**config.mk**
```make
export PLATFORM = sky130hd
export DESIGN_NAME = display_timing_param
export DESIGN_NICKNAME = d
export VERILOG_FILES = /design/src/rtl/display_timing_pkg.sv /design/src/rtl/timing_axis.sv /design/src/rtl/display_timing_param.sv
export SDC_FILE = /design/constraint.sdc
export NUM_CORES = 1
export LEC_CHECK = 0
export ABC_AREA = 1
export BUFFER_PORTS_ARGS = -buffer_cell sky130_fd_sc_hd__buf_2
export CORE_MARGIN = 1.5
export CORE_UTILIZATION = 51
export CTS_CLUSTER_DIAMETER = 40
export DETAILED_ROUTE_END_ITERATION = 8
export PLACE_DENSITY = 0.75
export SETUP_SLACK_MARGIN = 0.02
export SLEW_MARGIN = 15
export SYNTH_ARGS = -nofsm -noshare
export SYNTH_HDL_FRONTEND = slang
export SYNTH_SLANG_ARGS = --single-unit
```
**constraint.sdc**
```tcl
create_clock -name clk -period 1.26 [get_ports clk]
set_clock_uncertainty 0.1 [all_clocks]
set_input_delay 0.126 -clock clk [delete_from_list [all_inputs] [get_ports clk]]
set_output_delay 0.126 -clock clk [all_outputs]
set_load 0.01 [all_outputs]
```
**src/rtl/display_timing_pkg.sv**
```systemverilog
// Shared raster timing constants and helpers for the display timing generator
// and the pixel generator blocks that need the same window bounds.
package display_timing_pkg;

    typedef struct packed {
        int active;
        int fp;
        int sync;
        int bp;
    } axis_timing_t;

    localparam axis_timing_t VGA480_H = '{active: 640,  fp: 16,  sync: 96, bp: 48};
    localparam axis_timing_t VGA480_V = '{active: 480,  fp: 10,  sync: 2,  bp: 33};
    localparam axis_timing_t HD720_H  = '{active: 1280, fp: 110, sync: 40, bp: 220};
    localparam axis_timing_t HD720_V  = '{active: 720,  fp: 5,   sync: 5,  bp: 20};

    localparam int VGA480_CW = 10;
    localparam int HD720_CW  = 11;

    function automatic int axis_total(input int active, input int fp, input int sync,
                                      input int bp);
        return active + fp + sync + bp;
    endfunction

    // Sync window is half-open: [sync_start, sync_end)
    function automatic int sync_start(input int active, input int fp);
        return active + fp;
    endfunction

    function automatic int sync_end(input int active, input int fp, input int sync);
        return active + fp + sync;
    endfunction

    function automatic bit fits_width(input int value, input int width);
        if (width >= 31) begin
            return 1'b1;
        end
        return (value >= 0) && (value < (1 << width));
    endfunction

endpackage

```
**src/rtl/timing_axis.sv**
```systemverilog
// One raster axis counter: counts 0..TOTAL-1 on step and flags the last position.
module timing_axis
    import display_timing_pkg::*;
#(
    parameter int ACTIVE = VGA480_H.active,
    parameter int FP     = VGA480_H.fp,
    parameter int SYNC   = VGA480_H.sync,
    parameter int BP     = VGA480_H.bp,
    parameter int CW     = VGA480_CW
) (
    input  logic          clk,
    input  logic          rst,
    input  logic          step,
    output logic [CW-1:0] cnt,
    output logic          tc
);

    localparam logic [CW-1:0] LAST = CW'(axis_total(ACTIVE, FP, SYNC, BP) - 1);

    assign tc = (cnt == LAST);

    // Wrap on terminal count takes priority, so the count never leaves 0..LAST
    always_ff @(posedge clk) begin
        if (rst) begin
            cnt <= '0;
        end else if (step) begin
            if (tc) begin
                cnt <= '0;
            end else begin
                cnt <= cnt + CW'(1);
            end
        end
    end

endmodule

```
**src/rtl/display_timing_param.sv**
```systemverilog
// Parametrised raster timing generator: H/V counters (stage 0) feeding one
// output register (stage 1) so position, syncs, de and strobes stay aligned.
module display_timing_param
    import display_timing_pkg::*;
#(
    parameter int   H_ACTIVE = VGA480_H.active,
    parameter int   H_FP     = VGA480_H.fp,
    parameter int   H_SYNC   = VGA480_H.sync,
    parameter int   H_BP     = VGA480_H.bp,
    parameter int   V_ACTIVE = VGA480_V.active,
    parameter int   V_FP     = VGA480_V.fp,
    parameter int   V_SYNC   = VGA480_V.sync,
    parameter int   V_BP     = VGA480_V.bp,
    parameter logic H_POL    = 1'b0,
    parameter logic V_POL    = 1'b0,
    parameter int   CW       = VGA480_CW
) (
    input  logic          clk,
    input  logic          rst,
    input  logic          pix_ce,
    output logic [CW-1:0] sx,
    output logic [CW-1:0] sy,
    output logic          hsync,
    output logic          vsync,
    output logic          de,
    output logic          line_start,
    output logic          frame_start
);

    localparam int H_TOTAL = axis_total(H_ACTIVE, H_FP, H_SYNC, H_BP);
    localparam int V_TOTAL = axis_total(V_ACTIVE, V_FP, V_SYNC, V_BP);

    if (H_ACTIVE <= 0 || H_FP <= 0 || H_SYNC <= 0 || H_BP <= 0 ||
        V_ACTIVE <= 0 || V_FP <= 0 || V_SYNC <= 0 || V_BP <= 0 || CW <= 0 ||
        !fits_width(H_TOTAL - 1, CW) || !fits_width(V_TOTAL - 1, CW)) begin : g_bad_params
        $error("display_timing_param: zero timing value or totals do not fit in CW bits");
    end

    localparam logic [CW-1:0] H_ACT_END  = CW'(H_ACTIVE);
    localparam logic [CW-1:0] H_SYNC_BEG = CW'(sync_start(H_ACTIVE, H_FP));
    localparam logic [CW-1:0] H_SYNC_END = CW'(sync_end(H_ACTIVE, H_FP, H_SYNC));
    localparam logic [CW-1:0] V_ACT_END  = CW'(V_ACTIVE);
    localparam logic [CW-1:0] V_SYNC_BEG = CW'(sync_start(V_ACTIVE, V_FP));
    localparam logic [CW-1:0] V_SYNC_END = CW'(sync_end(V_ACTIVE, V_FP, V_SYNC));

    logic [CW-1:0] h_cnt;
    logic [CW-1:0] v_cnt;
    logic          h_tc;
    logic          v_tc_unused;
    logic          v_step;

    assign v_step = pix_ce && h_tc;

    timing_axis #(
        .ACTIVE (H_ACTIVE),
        .FP     (H_FP),
        .SYNC   (H_SYNC),
        .BP     (H_BP),
        .CW     (CW)
    ) u_h_axis (
        .clk  (clk),
        .rst  (rst),
        .step (pix_ce),
        .cnt  (h_cnt),
        .tc   (h_tc)
    );

    timing_axis #(
        .ACTIVE (V_ACTIVE),
        .FP     (V_FP),
        .SYNC   (V_SYNC),
        .BP     (V_BP),
        .CW     (CW)
    ) u_v_axis (
        .clk  (clk),
        .rst  (rst),
        .step (v_step),
        .cnt  (v_cnt),
        .tc   (v_tc_unused)
    );

    logic h_in_sync;
    logic v_in_sync;
    logic in_active;
    logic at_line_origin;
    logic at_frame_origin;

    assign h_in_sync       = (h_cnt >= H_SYNC_BEG) && (h_cnt < H_SYNC_END);
    assign v_in_sync       = (v_cnt >= V_SYNC_BEG) && (v_cnt < V_SYNC_END);
    assign in_active       = (h_cnt < H_ACT_END) && (v_cnt < V_ACT_END);
    assign at_line_origin  = (h_cnt == '0);
    assign at_frame_origin = at_line_origin && (v_cnt == '0);

    // Strobes clear every clk so they stay one clk wide even with pix_ce held high
    always_ff @(posedge clk) begin
        if (rst) begin
            sx          <= '0;
            sy          <= '0;
            hsync       <= ~H_POL;
            vsync       <= ~V_POL;
            de          <= 1'b0;
            line_start  <= 1'b0;
            frame_start <= 1'b0;
        end else begin
            line_start  <= 1'b0;
            frame_start <= 1'b0;
            if (pix_ce) begin
                sx          <= h_cnt;
                sy          <= v_cnt;
                hsync       <= h_in_sync ? H_POL : ~H_POL;
                vsync       <= v_in_sync ? V_POL : ~V_POL;
                de          <= in_active;
                line_start  <= at_line_origin;
                frame_start <= at_frame_origin;
            end
        end
    end

endmodule

```
==> implementation parameters <==
Parameter                              Value

Worst setup path
  Startpoint type of the worst setup path ... register
  Critical Path AT ... 1.51 ns
  CP dominant cell by count ... sky130_fd_sc_hd__nor2_1
  Buffers & Inverters on Critical Path ... 0
  Critical path's top delay family ... simple AND/OR/NAND/NOR gates
  Required time of the critical path ... 1.36 ns
  Slowest cell on the critical path ... sky130_fd_sc_hd__dfxtp_1
  Type of destination of the critical path ... register
  Maximum fanout along the worst path ... 4
  Category of the critical setup timing path ... register to register
  Worst path max stage delay ... 0.42 ns
  List of cells traversed by the critical path ... nand3_1 -> nor2_1 -> nand2_1 -> nor2_4 -> nand3_2 -> nand2_2 -> nor2_1

Die
  Cell row count ... 22
  Die boundary width ... 66.22 um
  I/O pin cnt ... 28
  Floorplan die area ... 4384 sq um
  Die Height ... 66.22 um
  Effective utilization at floorplan ... 0.5445
  Floorplan Core Area ... 3744 sq um

Global route
  Vias in the first global route ... 1864
  Overflow after GRT ... 0
  Antenna violations before repair ... 0
  Maximum number of pins on one net before global-route repair ... 22
  First-pass GRT wire length ... 8562 um
  Global Route Usage Sum ... 0.2610

Finish
  Leading cell type in the layout, fill and taps excluded ... sky130_fd_sc_hd__buf_4
  Area growth from synthesis to layout ... 40.52%
  Final std cell area, no fill ... 2864 sq um
  Number of nets in the layout ... 357
  Commonest cells after routing, fill and taps aside ... 50 x sky130_fd_sc_hd__buf_4, 46 x sky130_fd_sc_hd__nand2_1, 38 x sky130_fd_sc_hd__dfxtp_1, 28 x sky130_fd_sc_hd__a21oi_1, 27 x sky130_fd_sc_hd__buf_2
  Core utilization of the finished layout ... 0.7650
  Diodes inserted ... 0
  Non-Filler Instances ... 397
  Layout cell share with drive strength beyond 1 ... 0.4126

CTS
  Number of clock sinks ... 45
  Clock Latency Late Sink ... 0.30 ns
  Number of buffers added to fix hold violations after cts ... 0
  Buffers from clock root to sink, at most ... 2
  CTS tree ... built
  Cell at the root of the clock tree ... sky130_fd_sc_hd__clkbuf_8
  CTS buffer count ... 5
  Clock slew at reported path FFs ... 0.08 ns
  Htree depth ... 2

Placement
  I/O Buffers ... 27
  DP HPWL ... 3585 um
  Placed inst area ... 2570 sq um
  Final estimated routing congestion in global placement ... 0.9152
  Dpl cells ... 384
  Place WS ... -0.1743 ns

Synth
  Syn Std Cell Area ... 2038 sq um
  Yosys reg bits ... 45
  Average instance area after synthesis ... 7.493 sq um
  Part of the Yosys area used for sequential elements ... 0.4420
  Synth Warn # ... 0
  Number of nets produced by synthesis ... 280
  Post-synth cell types ... 30
  Cells after synthesis ... 272
  Area share of the largest cell type after synthesis ... 0.4420
  Cell type with the highest aggregate area in the netlist ... sky130_fd_sc_hd__dfxtp_1
  Synth top area cells ... sky130_fd_sc_hd__dfxtp_1 44%, sky130_fd_sc_hd__nand2_1 9.6%, sky130_fd_sc_hd__a21oi_1 7.1%

Route
  DRT Wirelength ... 5683 um
  Average routed wire per standard cell ... 14.31 um
  DR DRC count ... 0
  Overall via count from detail_route ... 2057
  First-iteration detailed-routing DRC count ... 210
  Number of detailed-route iterations in the first pass ... 4
  Post-detailed-route via-to-cell ratio ... 5.181
  ANT nets after route ... 0

Timing
  Slack of the critical path ... -0.1564 ns
  Number of max-slew violations in the final report ... 0
  Sum of negative setup slack ... -2.147 ns
  Final Setup Violations ... 19
  Fin. Hold Viols ... 0
  Transition time at the pin with the least slew margin ... 0.3167 ns
  RSZ-0062 raised after global routing ... true
  Final worst path period share ... 1.124
  Max Clock Freq ... 706.0 MHz
  Smallest hold slack ... 0.09402 ns
  Slew headroom ... 0.7873
  Clock period minus worst slack ... 1.416 ns

Power
  Static Leak ... 1.320 nW
  Largest vdd supply drop ... 0.7423 mV
  Total power ... 2.646 mW
  Areal power density over the cells ... 923.8 nW/um^2

Outcome
  Violated checks ... negative setup slack
  Outcome ... finished, violations left

Worst hold path
  Hold crit path type ... input pin to register

Job
  Count of maximum capacitance violations ... 0
==> layout make-up <==
type                       instances  area [sq um]
tap                               48         60.06
fill                             264         879.6
inverter                          34         135.1
multi-input combinational        185          1135
sequential                        45         917.1
timing repair buffer              78         530.5
clock buffer                       7         86.33
==> tightest hold or removal path: stages <==
cell                      delay [ns]
sky130_fd_sc_hd__buf_2          0.09
sky130_fd_sc_hd__buf_4          0.19
sky130_fd_sc_hd__a21oi_2        0.04
==> cell families after synthesis <==
family                     Yosys count  share of synthesized area
DFF                                 45                     0.4420
and+or+nand+nor                    122                     0.2898
adders and majority gates            5                    0.03069
buffers and inverters               43                    0.08287
xor gates and xnor gates             5                    0.02148
AOI/OAI and AO/OA                   52                     0.1332
==> sequential cells by signal (all words and copies together) (netlist names) <==
name          flops
de                1
frame_start       1
hsync             1
line_start        1
sx               10
sy               10
u_h_axis.cnt     10
u_v_axis.cnt     10
vsync             1
==> cell usage after synthesis <==
cell type and n:
sky130_fd_sc_hd__nand2_4 3, sky130_fd_sc_hd__o21ai_1 2, sky130_fd_sc_hd__nor4_1 1, sky130_fd_sc_hd__buf_4 2, sky130_fd_sc_hd__nand4_1 4, sky130_fd_sc_hd__o21ai_0 18
sky130_fd_sc_hd__o211a_1 1, sky130_fd_sc_hd__nand2_2 2, sky130_fd_sc_hd__a21oi_1 29, sky130_fd_sc_hd__xor2_1 5, sky130_fd_sc_hd__nor2_4 3, sky130_fd_sc_hd__or2_2 1
sky130_fd_sc_hd__nand3_4 1, sky130_fd_sc_hd__nand2_1 52, sky130_fd_sc_hd__ha_1 5, sky130_fd_sc_hd__nor3_2 1, sky130_fd_sc_hd__nand3_2 1, sky130_fd_sc_hd__nor3_1 6
sky130_fd_sc_hd__nor3b_1 1, sky130_fd_sc_hd__nand3_1 10, sky130_fd_sc_hd__clkbuf_1 6, sky130_fd_sc_hd__buf_1 1, sky130_fd_sc_hd__nand3b_1 2, sky130_fd_sc_hd__o2111ai_1 1
sky130_fd_sc_hd__dfxtp_1 45, sky130_fd_sc_hd__inv_2 6, sky130_fd_sc_hd__nor2_2 4, sky130_fd_sc_hd__nor2_1 30, sky130_fd_sc_hd__a211oi_1 1, sky130_fd_sc_hd__inv_1 28
==> power breakdown <==
part	internal (mW)	total (mW)	switching (mW)	leakage, nW
combinational	0.102	0.249	0.147	0.904
clock	0.436	0.912	0.476	0.0443
sequential	1.46	1.49	0.0227	0.372
total	2.00	2.65	0.645	1.32
==> routing by layer <==
metal  routed length, um  GRT usage  vias up
met5                   0          0        -
met4                 133    0.09439        0
met3                 392    0.05281       14
met2                2646     0.4213       80
met1                2511     0.3436      936
li1                    -          -     1027
==> worst paths after layout <==
check / cells after the start / slack, ns / to / start
worst max-delay path: 7 / -0.16 / u_v_axis.cnt[9] / u_v_axis.cnt[2]
worst max register to register: 7 / -0.16 / u_v_axis.cnt[9] / u_v_axis.cnt[2]
worst min-delay path: 3 / 0.09 / u_v_axis.cnt[6] / rst
worst min register to register: 2 / 0.36 / sx[2] / sx[2]
==> timing repair <==
item,4_1_cts,5_1_grt
endpoints found under the setup margin,21,24
gates resized for setup,19,30
pin swaps,10,16
setup buffers,1,4
cloned,1,0
Power figures use the tool's default switching activity.
